## src/rtl/csr_pkg.sv

```systemverilog
// Shared CSR definitions for the machine-mode trap path: CSR addresses,
// cause codes, mstatus field positions and the trap sequencer state type.
package csr_pkg;

    localparam logic [11:0] CSR_MSTATUS = 12'h300;
    localparam logic [11:0] CSR_MIE     = 12'h304;
    localparam logic [11:0] CSR_MTVEC   = 12'h305;
    localparam logic [11:0] CSR_MEPC    = 12'h341;
    localparam logic [11:0] CSR_MCAUSE  = 12'h342;
    localparam logic [11:0] CSR_MTVAL   = 12'h343;
    localparam logic [11:0] CSR_MIP     = 12'h344;

    localparam logic [3:0] EXC_INSTR_MISALIGN = 4'd0;
    localparam logic [3:0] EXC_INSTR_FAULT    = 4'd1;
    localparam logic [3:0] EXC_ILLEGAL_INSTR  = 4'd2;
    localparam logic [3:0] EXC_BREAKPOINT     = 4'd3;
    localparam logic [3:0] EXC_LOAD_MISALIGN  = 4'd4;
    localparam logic [3:0] EXC_LOAD_FAULT     = 4'd5;
    localparam logic [3:0] EXC_STORE_MISALIGN = 4'd6;
    localparam logic [3:0] EXC_STORE_FAULT    = 4'd7;
    localparam logic [3:0] EXC_ECALL_M        = 4'd11;

    localparam logic [3:0] INT_MSI = 4'd3;
    localparam logic [3:0] INT_MTI = 4'd7;
    localparam logic [3:0] INT_MEI = 4'd11;

    localparam int MSTATUS_MIE    = 3;
    localparam int MSTATUS_MPIE   = 7;
    localparam int MSTATUS_MPP_LO = 11;
    localparam int MSTATUS_MPP_HI = 12;

    typedef enum logic [1:0] {
        IDLE     = 2'd0,
        TRAP_WR  = 2'd1,
        MRET_WR  = 2'd2,
        REDIRECT = 2'd3
    } trap_state_t;

endpackage

```

## src/rtl/trap_controller_if.sv

```systemverilog
// Bundle between the pipeline/CSR file (master side) and the trap controller
// (slave side). Event inputs are levels sampled by the controller while idle.
interface trap_controller_if #(
    parameter int XLEN = 32
);
    import csr_pkg::*;

    logic            exc_valid_i;
    logic [3:0]      exc_code_i;
    logic [XLEN-1:0] exc_pc_i;
    logic [XLEN-1:0] exc_tval_i;
    logic            mret_i;
    logic            irq_msip_i;
    logic            irq_mtip_i;
    logic            irq_meip_i;
    logic [XLEN-1:0] next_pc_i;
    logic [XLEN-1:0] mstatus_i;
    logic [XLEN-1:0] mie_i;
    logic [XLEN-1:0] mtvec_i;
    logic [XLEN-1:0] mepc_i;
    logic [XLEN-1:0] mcause_i;
    logic [XLEN-1:0] mtval_i;

    logic            we_exc_o;
    logic [XLEN-1:0] mcause_d_o;
    logic [XLEN-1:0] mepc_d_o;
    logic [XLEN-1:0] mstatus_d_o;
    logic [XLEN-1:0] mtval_d_o;
    logic            redirect_o;
    logic [XLEN-1:0] redirect_pc_o;
    logic            busy_o;
    trap_state_t     state_dbg_o;

    modport master (
        output exc_valid_i, exc_code_i, exc_pc_i, exc_tval_i, mret_i,
        output irq_msip_i, irq_mtip_i, irq_meip_i, next_pc_i,
        output mstatus_i, mie_i, mtvec_i, mepc_i, mcause_i, mtval_i,
        input  we_exc_o, mcause_d_o, mepc_d_o, mstatus_d_o, mtval_d_o,
        input  redirect_o, redirect_pc_o, busy_o, state_dbg_o
    );

    modport slave (
        input  exc_valid_i, exc_code_i, exc_pc_i, exc_tval_i, mret_i,
        input  irq_msip_i, irq_mtip_i, irq_meip_i, next_pc_i,
        input  mstatus_i, mie_i, mtvec_i, mepc_i, mcause_i, mtval_i,
        output we_exc_o, mcause_d_o, mepc_d_o, mstatus_d_o, mtval_d_o,
        output redirect_o, redirect_pc_o, busy_o, state_dbg_o
    );

endinterface

```

## src/rtl/trap_irq_prio.sv

```systemverilog
// Interrupt mask-and-priority encoder: qualifies the three machine interrupt
// lines by global MIE and their enable bits, then picks MEI > MSI > MTI.
module trap_irq_prio
    import csr_pkg::*;
(
    input  logic       i_global_ie,
    input  logic       i_msie,
    input  logic       i_mtie,
    input  logic       i_meie,
    input  logic       i_msip,
    input  logic       i_mtip,
    input  logic       i_meip,
    output logic       o_irq_valid,
    output logic [3:0] o_irq_code
);

    logic w_msi;
    logic w_mti;
    logic w_mei;

    assign w_msi = i_global_ie & i_msie & i_msip;
    assign w_mti = i_global_ie & i_mtie & i_mtip;
    assign w_mei = i_global_ie & i_meie & i_meip;

    always_comb begin
        o_irq_valid = w_mei | w_msi | w_mti;
        o_irq_code  = 4'd0;
        if (w_mei) begin
            o_irq_code = INT_MEI;
        end else if (w_msi) begin
            o_irq_code = INT_MSI;
        end else if (w_mti) begin
            o_irq_code = INT_MTI;
        end
    end

endmodule

```

## src/rtl/trap_controller.sv

```systemverilog
// Machine-mode trap entry / MRET sequencer feeding the CSR exception write port
// and the fetch redirect. Define TRAP_VECTORED_MTVEC_EN for vectored interrupts.
module trap_controller
    import csr_pkg::*;
#(
    parameter int         XLEN      = 32,
    parameter logic [1:0] MPP_VALUE = 2'b11
) (
    input  logic             clk_i,
    input  logic             rst_i,
    trap_controller_if.slave bus
);

    trap_state_t     r_state;
    trap_state_t     w_state_nxt;

    logic [XLEN-1:0] r_mcause;
    logic [XLEN-1:0] r_mepc;
    logic [XLEN-1:0] r_mstatus;
    logic [XLEN-1:0] r_mtval;
    logic [XLEN-1:0] r_redirect_pc;

    logic            w_irq_valid;
    logic [3:0]      w_irq_code;
    logic            w_idle;
    logic            w_take_exc;
    logic            w_take_mret;
    logic            w_take_irq;
    logic            w_take_trap;

    logic [XLEN-1:0] w_trap_mcause;
    logic [XLEN-1:0] w_trap_mepc;
    logic [XLEN-1:0] w_trap_mtval;
    logic [XLEN-1:0] w_trap_mstatus;
    logic [XLEN-1:0] w_trap_pc;
    logic [XLEN-1:0] w_mtvec_base;
    logic [XLEN-1:0] w_mret_mstatus;
    logic [XLEN-1:0] w_mret_pc;

    trap_irq_prio u_irq_prio (
        .i_global_ie (bus.mstatus_i[MSTATUS_MIE]),
        .i_msie      (bus.mie_i[3]),
        .i_mtie      (bus.mie_i[7]),
        .i_meie      (bus.mie_i[11]),
        .i_msip      (bus.irq_msip_i),
        .i_mtip      (bus.irq_mtip_i),
        .i_meip      (bus.irq_meip_i),
        .o_irq_valid (w_irq_valid),
        .o_irq_code  (w_irq_code)
    );

    // Single winner per idle cycle: exception, then MRET, then interrupt.
    assign w_idle      = (r_state == IDLE);
    assign w_take_exc  = w_idle & bus.exc_valid_i;
    assign w_take_mret = w_idle & ~bus.exc_valid_i & bus.mret_i;
    assign w_take_irq  = w_idle & ~bus.exc_valid_i & ~bus.mret_i & w_irq_valid;
    assign w_take_trap = w_take_exc | w_take_irq;

    always_comb begin
        w_trap_mcause = '0;
        if (bus.exc_valid_i) begin
            w_trap_mcause[3:0] = bus.exc_code_i;
        end else begin
            w_trap_mcause[XLEN-1] = 1'b1;
            w_trap_mcause[3:0]    = w_irq_code;
        end

        w_trap_mepc      = bus.exc_valid_i ? bus.exc_pc_i : bus.next_pc_i;
        w_trap_mepc[1:0] = 2'b00;
        w_trap_mtval     = bus.exc_valid_i ? bus.exc_tval_i : '0;

        w_trap_mstatus                                = bus.mstatus_i;
        w_trap_mstatus[MSTATUS_MPIE]                  = bus.mstatus_i[MSTATUS_MIE];
        w_trap_mstatus[MSTATUS_MIE]                   = 1'b0;
        w_trap_mstatus[MSTATUS_MPP_HI:MSTATUS_MPP_LO] = MPP_VALUE;
    end

    always_comb begin
        w_mret_mstatus                                = bus.mstatus_i;
        w_mret_mstatus[MSTATUS_MIE]                   = bus.mstatus_i[MSTATUS_MPIE];
        w_mret_mstatus[MSTATUS_MPIE]                  = 1'b1;
        w_mret_mstatus[MSTATUS_MPP_HI:MSTATUS_MPP_LO] = MPP_VALUE;

        w_mret_pc      = bus.mepc_i;
        w_mret_pc[1:0] = 2'b00;
    end

    assign w_mtvec_base = {bus.mtvec_i[XLEN-1:2], 2'b00};

`ifdef TRAP_VECTORED_MTVEC_EN
    // Vectored mode only offsets interrupts; exceptions land on the base.
    assign w_trap_pc = (!bus.exc_valid_i && (bus.mtvec_i[1:0] == 2'b01))
                     ? w_mtvec_base + (XLEN'(w_irq_code) << 2)
                     : w_mtvec_base;
`else
    assign w_trap_pc = w_mtvec_base;
`endif

    always_ff @(posedge clk_i) begin
        if (rst_i) begin
            r_state <= IDLE;
        end else begin
            r_state <= w_state_nxt;
        end
    end

    always_comb begin
        w_state_nxt = r_state;
        case (r_state)
            IDLE: begin
                if (w_take_trap) begin
                    w_state_nxt = TRAP_WR;
                end else if (w_take_mret) begin
                    w_state_nxt = MRET_WR;
                end
            end
            TRAP_WR:  w_state_nxt = REDIRECT;
            MRET_WR:  w_state_nxt = REDIRECT;
            REDIRECT: w_state_nxt = IDLE;
            default:  w_state_nxt = IDLE;
        endcase
    end

    // Bundle is captured at acceptance so later CSR/pipeline changes cannot leak in.
    always_ff @(posedge clk_i) begin
        if (rst_i) begin
            r_mcause      <= '0;
            r_mepc        <= '0;
            r_mstatus     <= '0;
            r_mtval       <= '0;
            r_redirect_pc <= '0;
        end else if (w_take_trap) begin
            r_mcause      <= w_trap_mcause;
            r_mepc        <= w_trap_mepc;
            r_mstatus     <= w_trap_mstatus;
            r_mtval       <= w_trap_mtval;
            r_redirect_pc <= w_trap_pc;
        end else if (w_take_mret) begin
            r_mcause      <= bus.mcause_i;
            r_mepc        <= bus.mepc_i;
            r_mstatus     <= w_mret_mstatus;
            r_mtval       <= bus.mtval_i;
            r_redirect_pc <= w_mret_pc;
        end
    end

    // Outputs are suppressed while rst_i is high so a reset mid-sequence never
    // lets a partial write or redirect escape.
    always_comb begin
        bus.we_exc_o      = 1'b0;
        bus.mcause_d_o    = '0;
        bus.mepc_d_o      = '0;
        bus.mstatus_d_o   = '0;
        bus.mtval_d_o     = '0;
        bus.redirect_o    = 1'b0;
        bus.redirect_pc_o = '0;
        bus.busy_o        = (r_state != IDLE);
        bus.state_dbg_o   = r_state;
        if (!rst_i) begin
            case (r_state)
                TRAP_WR, MRET_WR: begin
                    bus.we_exc_o    = 1'b1;
                    bus.mcause_d_o  = r_mcause;
                    bus.mepc_d_o    = r_mepc;
                    bus.mstatus_d_o = r_mstatus;
                    bus.mtval_d_o   = r_mtval;
                end
                REDIRECT: begin
                    bus.redirect_o    = 1'b1;
                    bus.redirect_pc_o = r_redirect_pc;
                end
                default: begin
                end
            endcase
        end
    end

endmodule

```

## src/flat_wrapper.sv

```systemverilog
// flat-port wrapper written by rule: the top's interface ports become plain ports
module trap_controller_flat import csr_pkg::*;
#(
    parameter int         XLEN      = 32,
    parameter logic [1:0] MPP_VALUE = 2'b11
)
  (clk_i, rst_i, bus_exc_valid_i, bus_exc_code_i, bus_exc_pc_i, bus_exc_tval_i, bus_mret_i, bus_irq_msip_i, bus_irq_mtip_i, bus_irq_meip_i, bus_next_pc_i, bus_mstatus_i, bus_mie_i, bus_mtvec_i, bus_mepc_i, bus_mcause_i, bus_mtval_i, bus_we_exc_o, bus_mcause_d_o, bus_mepc_d_o, bus_mstatus_d_o, bus_mtval_d_o, bus_redirect_o, bus_redirect_pc_o, bus_busy_o, bus_state_dbg_o);
  trap_controller_if #(.XLEN(XLEN)) bus_i ();
  input  logic clk_i;
  input  logic rst_i;
  input wire logic [$bits(bus_i.exc_valid_i)-1:0] bus_exc_valid_i;
  input wire logic [$bits(bus_i.exc_code_i)-1:0] bus_exc_code_i;
  input wire logic [$bits(bus_i.exc_pc_i)-1:0] bus_exc_pc_i;
  input wire logic [$bits(bus_i.exc_tval_i)-1:0] bus_exc_tval_i;
  input wire logic [$bits(bus_i.mret_i)-1:0] bus_mret_i;
  input wire logic [$bits(bus_i.irq_msip_i)-1:0] bus_irq_msip_i;
  input wire logic [$bits(bus_i.irq_mtip_i)-1:0] bus_irq_mtip_i;
  input wire logic [$bits(bus_i.irq_meip_i)-1:0] bus_irq_meip_i;
  input wire logic [$bits(bus_i.next_pc_i)-1:0] bus_next_pc_i;
  input wire logic [$bits(bus_i.mstatus_i)-1:0] bus_mstatus_i;
  input wire logic [$bits(bus_i.mie_i)-1:0] bus_mie_i;
  input wire logic [$bits(bus_i.mtvec_i)-1:0] bus_mtvec_i;
  input wire logic [$bits(bus_i.mepc_i)-1:0] bus_mepc_i;
  input wire logic [$bits(bus_i.mcause_i)-1:0] bus_mcause_i;
  input wire logic [$bits(bus_i.mtval_i)-1:0] bus_mtval_i;
  output wire logic [$bits(bus_i.we_exc_o)-1:0] bus_we_exc_o;
  output wire logic [$bits(bus_i.mcause_d_o)-1:0] bus_mcause_d_o;
  output wire logic [$bits(bus_i.mepc_d_o)-1:0] bus_mepc_d_o;
  output wire logic [$bits(bus_i.mstatus_d_o)-1:0] bus_mstatus_d_o;
  output wire logic [$bits(bus_i.mtval_d_o)-1:0] bus_mtval_d_o;
  output wire logic [$bits(bus_i.redirect_o)-1:0] bus_redirect_o;
  output wire logic [$bits(bus_i.redirect_pc_o)-1:0] bus_redirect_pc_o;
  output wire logic [$bits(bus_i.busy_o)-1:0] bus_busy_o;
  output wire logic [$bits(bus_i.state_dbg_o)-1:0] bus_state_dbg_o;
  assign bus_i.exc_valid_i = bus_exc_valid_i;
  assign bus_i.exc_code_i = bus_exc_code_i;
  assign bus_i.exc_pc_i = bus_exc_pc_i;
  assign bus_i.exc_tval_i = bus_exc_tval_i;
  assign bus_i.mret_i = bus_mret_i;
  assign bus_i.irq_msip_i = bus_irq_msip_i;
  assign bus_i.irq_mtip_i = bus_irq_mtip_i;
  assign bus_i.irq_meip_i = bus_irq_meip_i;
  assign bus_i.next_pc_i = bus_next_pc_i;
  assign bus_i.mstatus_i = bus_mstatus_i;
  assign bus_i.mie_i = bus_mie_i;
  assign bus_i.mtvec_i = bus_mtvec_i;
  assign bus_i.mepc_i = bus_mepc_i;
  assign bus_i.mcause_i = bus_mcause_i;
  assign bus_i.mtval_i = bus_mtval_i;
  assign bus_we_exc_o = bus_i.we_exc_o;
  assign bus_mcause_d_o = bus_i.mcause_d_o;
  assign bus_mepc_d_o = bus_i.mepc_d_o;
  assign bus_mstatus_d_o = bus_i.mstatus_d_o;
  assign bus_mtval_d_o = bus_i.mtval_d_o;
  assign bus_redirect_o = bus_i.redirect_o;
  assign bus_redirect_pc_o = bus_i.redirect_pc_o;
  assign bus_busy_o = bus_i.busy_o;
  assign bus_state_dbg_o = bus_i.state_dbg_o;
  trap_controller #(.XLEN(XLEN), .MPP_VALUE(MPP_VALUE)) u_core (.clk_i(clk_i), .rst_i(rst_i), .bus(bus_i));
endmodule
```

## config.mk

```make
export PLATFORM = sky130hd
export DESIGN_NAME = trap_controller_flat
export DESIGN_NICKNAME = d
export VERILOG_FILES = /design/src/rtl/csr_pkg.sv /design/src/rtl/trap_controller_if.sv /design/src/rtl/trap_irq_prio.sv /design/src/rtl/trap_controller.sv /design/src/flat_wrapper.sv
export SDC_FILE = /design/constraint.sdc
export NUM_CORES = 1
export LEC_CHECK = 0
export CAP_MARGIN = 20
export CORE_AREA = 8 8 174 176
export DETAILED_ROUTE_END_ITERATION = 12
export DIE_AREA = 0 0 182 184
export GPL_TIMING_DRIVEN = 1
export SLEW_MARGIN = 40
export SYNTH_ARGS = -nofsm -noshare
export SYNTH_HDL_FRONTEND = slang
export SYNTH_SLANG_ARGS = --single-unit
```

## constraint.sdc

```tcl
create_clock -name clk_i -period 2.6 [get_ports clk_i]
set_input_delay 0.52 -clock clk_i [delete_from_list [all_inputs] [get_ports clk_i]]
set_output_delay 0.52 -clock clk_i [all_outputs]
set_load 0.05 [all_outputs]
```

**Yosys cells after proc, flatten, opt, wreduce, memory -nomap -nowiden**

Cells that the tools add are included.

- Output and inout port bits: 165
- Logic and storage cells: 68
- Bits in registers: 160

- Equality and inequality tests: 4
- Bitwise logic cells: 16
- Muxes and demuxes: 34
- Reductions and logical operators: 5

Operators by type and width:

| kind | count |
|---|---|
| $mux W32 | 22 |
| $and A1 B1 Y1 | 11 |
| $mux W4 | 2 |
| $mux W3 | 2 |
| $pmux W2 S3 | 1 |
| $mux W1 | 5 |
| $eq A2 B2 Y1 const B | 2 |
| $mux W2 | 2 |
| $reduce_bool A2 Y1 | 2 |
| $reduce_or A2 Y1 | 2 |
| $ne A3 B3 Y1 const B | 1 |
| $or A1 B1 Y1 | 3 |
| $eq A2 B1 Y1 const B | 1 |
| $logic_not A2 Y1 | 1 |
| $not A1 Y1 | 2 |

**Logic depth before layout (Yosys ltp)**

- Word-level depth: 8
- Depth in mapped cells: 8
- Gate-level depth less buffers: 6

**Modules after synthesis**

From an unflattened synthesis, not the netlist that was laid out.

- Cells, all modules: 1023
- Area total of the unflattened synthesis: 7805.0 um2

By module, submodules not included:

| module | cells an instance | area each (um2) | seq. area each (um2) | times used |
|---|---|---|---|---|
| trap_controller | 1015 | 7743.7 | 3183.1 | 1 |
| trap_irq_prio | 8 | 61.3 | 0.0 | 1 |

**Least setup slack after synthesis**

OpenSTA, ideal clock, no wires.

- Kind: flip-flop to output port
- Start point: reg u_core.r_state[1] (netlist: u_core.bus.state_dbg_o[1])
- End point: out bus_mtval_d_o[22]
- Arrival: 2.626 ns
- Buffers on the path: 2
- Setup slack: -0.546 ns
- Stages on the path, launching flop included: 7
- Cell sequence: dfxtp_1 inv_1 ha_1 nor2b_1 clkbuf_1 clkbuf_1 and2_1

- Word-level cells in the longest chain between the ends: 4

Ends and longest elaborated chain:

| what | line | source |
|---|---|---|
| start, declared | trap_controller.sv:14 | `trap_state_t r_state;` |
| start signal, assigned | trap_controller.sv:103 | `r_state <= w_state_nxt;` |
| $eq A2 B1 Y1 / $eq A2 B2 Y1 (equally long branches) | trap_controller.sv:160 | `case (r_state)` |
| $reduce_or A2 Y1 (no line) (*) | n/a |  |
| $mux W32 (*) | trap_controller.sv:160 |  |
| $mux W32 (*) | trap_controller.sv:159 | `if (!rst_i) begin` |
| end, declared | flat_wrapper.sv:30 | `output wire logic [$bits(bus_i.mtval_d_o)-1:0] bus_mtval_d_o;` |

Every way passes the cells marked *; elsewhere a longest branch is shown, timed or not.

**Worst setup path in the final report**

- Start point: reg u_core.r_state[0] (netlist: u_core.bus.state_dbg_o[0])
- End point: out bus_mtval_d_o[2]

The elaborated chain is that of the path after synthesis.

==> flow_summary.json <==
{
  "ir_worst_vdd_mv": 0.390,
  "cts-root-buf": "clkbuf_16",
  "yosys.area.top_type": "dfxtp_1",
  "die_area_um2": 33500,
  "syn_area_um2": 7690,
  "nets": 1672,
  "ant_nets": 0,
  "cts_hold_buf": 0,
  "route.detailed.drc": 0,
  "grt_pass1_vias": 8584,
  "slew_headroom_pct": 58.9,
  "period_needed_ns": 2.52,
  "synth.distinct_cells": 33,
  "syn_inst": 977,
  "wl_per_cell_um": 20.1,
  "startpoint_type": "flip-flop",
  "worst_slew_pin_slew_ns": 0.617,
  "setup_slack_ns": 0.0791,
  "clock_sink_count": 159,
  "dpl.hpwl_mm": 25.7,
  "finalCritPeriodShare_pct": 97.0,
  "p_leak_uw": 0.00585,
  "grt_first_pass_wirelength_mm": 51.9,
  "setup_viol": 0,
  "start_util_pct": 28.0,
  "power_density_nw_per_um2": 732,
  "synthTopCellsByArea": "dfxtp_1 41%, and2_1 13%, nand2_1 11%",
  "status": "finished, final reports clean",
  "final_area_um2": 14800,
  "grt_use_total_pct": 19.9,
  "overflow": 0,
  "drv_slew": 0,
  "vias": 8575,
  "place_ws_ns": 0.164,
  "ios": 464,
  "critPathRequiredTime_ns": 2.08,
  "ys_ff_latch": 159,
  "dp_cells": 1692,
  "yosysMostFrequentCell": "nand2_1",
  "instances_no_fill": 1730,
  "max_freq_ghz": 0.397,
  "core_um2": 27500,
  "via_per_inst": 4.96,
  "cts_inserted_buffers": 17,
  "synthFlopType": "dfxtp_1",
  "clk_pin_slew_worst_paths_ns": 0.07,
  "synth.avg_cell_area_um2": 7.87,
  "max-cap-violations": 0,
  "endpoint_kind": "primary output",
  "cts_tree": "done",
  "area_growth_pct": 91.8,
  "worst_clock_skew_ns": 0.0110,
  "fin_setup_tns_ns": 0,
  "utilization_pct": 53.7,
  "insertion_delay_ns": 0.43,
  "multi_input_area_um2": 4050,
  "crit_arrival_ns": 2.00,
  "synth-async-reset-ratio_pct": 0,
  "fp.dieH_um": 184,
  "yosys-top-cells-count": "221 x nand2_1, 159 x dfxtp_1, 157 x and2_1, 123 x a21oi_1, 61 x a221o_1",
  "ys_seq_area_share_pct": 41.4,
  "grt_max_degree": 86,
  "die_x_um": 182,
  "fill_cells": 2485,
  "seq_area_um2": 3190,
  "hp-class": "flip-flop to flip-flop",
  "numPortBuffers": 424,
  "wl_mm": 34.8,
  "hold_viol_final": 0,
  "path_class": "flip-flop to primary output",
  "row_count": 61,
  "synth_top_cell_area_share_pct": 41.4,
  "clk_path_buf_depth": 2,
  "synth_edf_count": 0,
  "grt_antenna_before_repair": 3,
  "first_iter_violations": 690,
  "place_congestion": 0.795,
  "rsz0062_at_grt": "no",
  "dr.pass1.iters": 6,
  "final_layout_size_suffix_gt1_share_pct": 20.2,
  "ys_warn_count": 0,
  "htreeDepth": 4,
  "post_dp_cell_area_um2": 14000,
  "crit_fanout": 19
}
[final cells by class]
| cell class | count | share of cell area, % |
|---|---|---|
| Antenna cell | 1 | 0.0170 |
| Clock buffer | 17 | 2.88 |
| Clock inverter | 15 | 1.17 |
| Inverter | 38 | 0.967 |
| Multi-Input combinational cell | 695 | 27.4 |
| Sequential cell | 159 | 21.6 |
| Tap cell | 346 | 2.93 |
| Timing Repair Buffer | 459 | 43.0 |
[cell families after synthesis]
family / share of synthesized area (%)
other cells: 0.0488
fa+ha+maj: 0.488
simple gates: 26.4
flops: 41.4
buf+inv: 7.61
compound gates: 24.0
[power breakdown]
| part | internal, µW | switching, µW | leakage (µW) | total, µW |
|---|---|---|---|---|
| Clock | 1380 | 1230 | 0.000286 | 2610 |
| Combinational | 2260 | 2750 | 0.00426 | 5000 |
| Sequential | 2960 | 236 | 0.00131 | 3190 |
| Total | 6590 | 4210 | 0.00585 | 10800 |
[critical path, stage by stage (launching register included)]
cell,delay [ns]
dfxtp_2,0.36
inv_1,0.09
ha_4,0.27
nor2b_4,0.18
buf_6,0.15
buf_12,0.17
and2_1,0.20
buf_12,0.15
[routing by layer]
metal | part of all wire, % | vias to the layer above | GRT usage, %
li1 | - | 4143 | -
met1 | 39 | 4001 | 22.7
met2 | 47 | 378 | 33.0
met3 | 11 | 49 | 8.99
met4 | 2.5 | 4 | 5.81
met5 | 0.077 | - | 0
[layout by cell type, fill, tap and decap left out, drive strengths merged, types with 32 or more instances in the layout]
cell	n
nand2	221
dfxtp	159
clkdlybuf4s50	261
a221o	61
nor2	40
buf	196
a21oi	124
o21ai	32
a222oi	33
and2	157
inv	46
[final timing paths]
check                                         startpoint                              to  slack (ns)  cells past startpoint
hold reg to reg            u_core.r_mepc[0]$_SDFFE_PP0P_   u_core.r_mepc[0]$_SDFFE_PP0P_        0.45                      2
setup / recovery  u_core.bus.state_dbg_o[0]$_SDFFE_PP0P_                bus_mtval_d_o[2]        0.08                      7
hold / removal             u_core.r_mepc[0]$_SDFFE_PP0P_   u_core.r_mepc[0]$_SDFFE_PP0P_        0.45                      2
setup reg to reg  u_core.bus.state_dbg_o[0]$_SDFFE_PP0P_  u_core.r_mepc[16]$_SDFFE_PP0P_        0.59                      7
[metrics by stage]
stage               total power [µW]  hold slack (ns)
floorplan                       5790            0.424
global placement                8010            0.437
detailed placement              8070            0.442
CTS                            10700            0.452
global route                   11400            0.476
finish                         10800            0.449
[flip-flops by register name, summed over array words and instances, names as in the netlist]
name                    flops
u_core.bus.state_dbg_o      2
u_core.r_mcause            32
u_core.r_mepc              32
u_core.r_mstatus           31
u_core.r_mtval             32
u_core.r_redirect_pc       30
[what timing repair did]
item / 4_1_cts / 5_1_grt
endpoints found under the setup margin: 125 / 83
setup buffers: 3 / 0
hold endpoints to repair: 0 / 0
gates resized for setup: 0 / 29
gates cloned: 0 / 2
(Power assumes the default switching activity.)
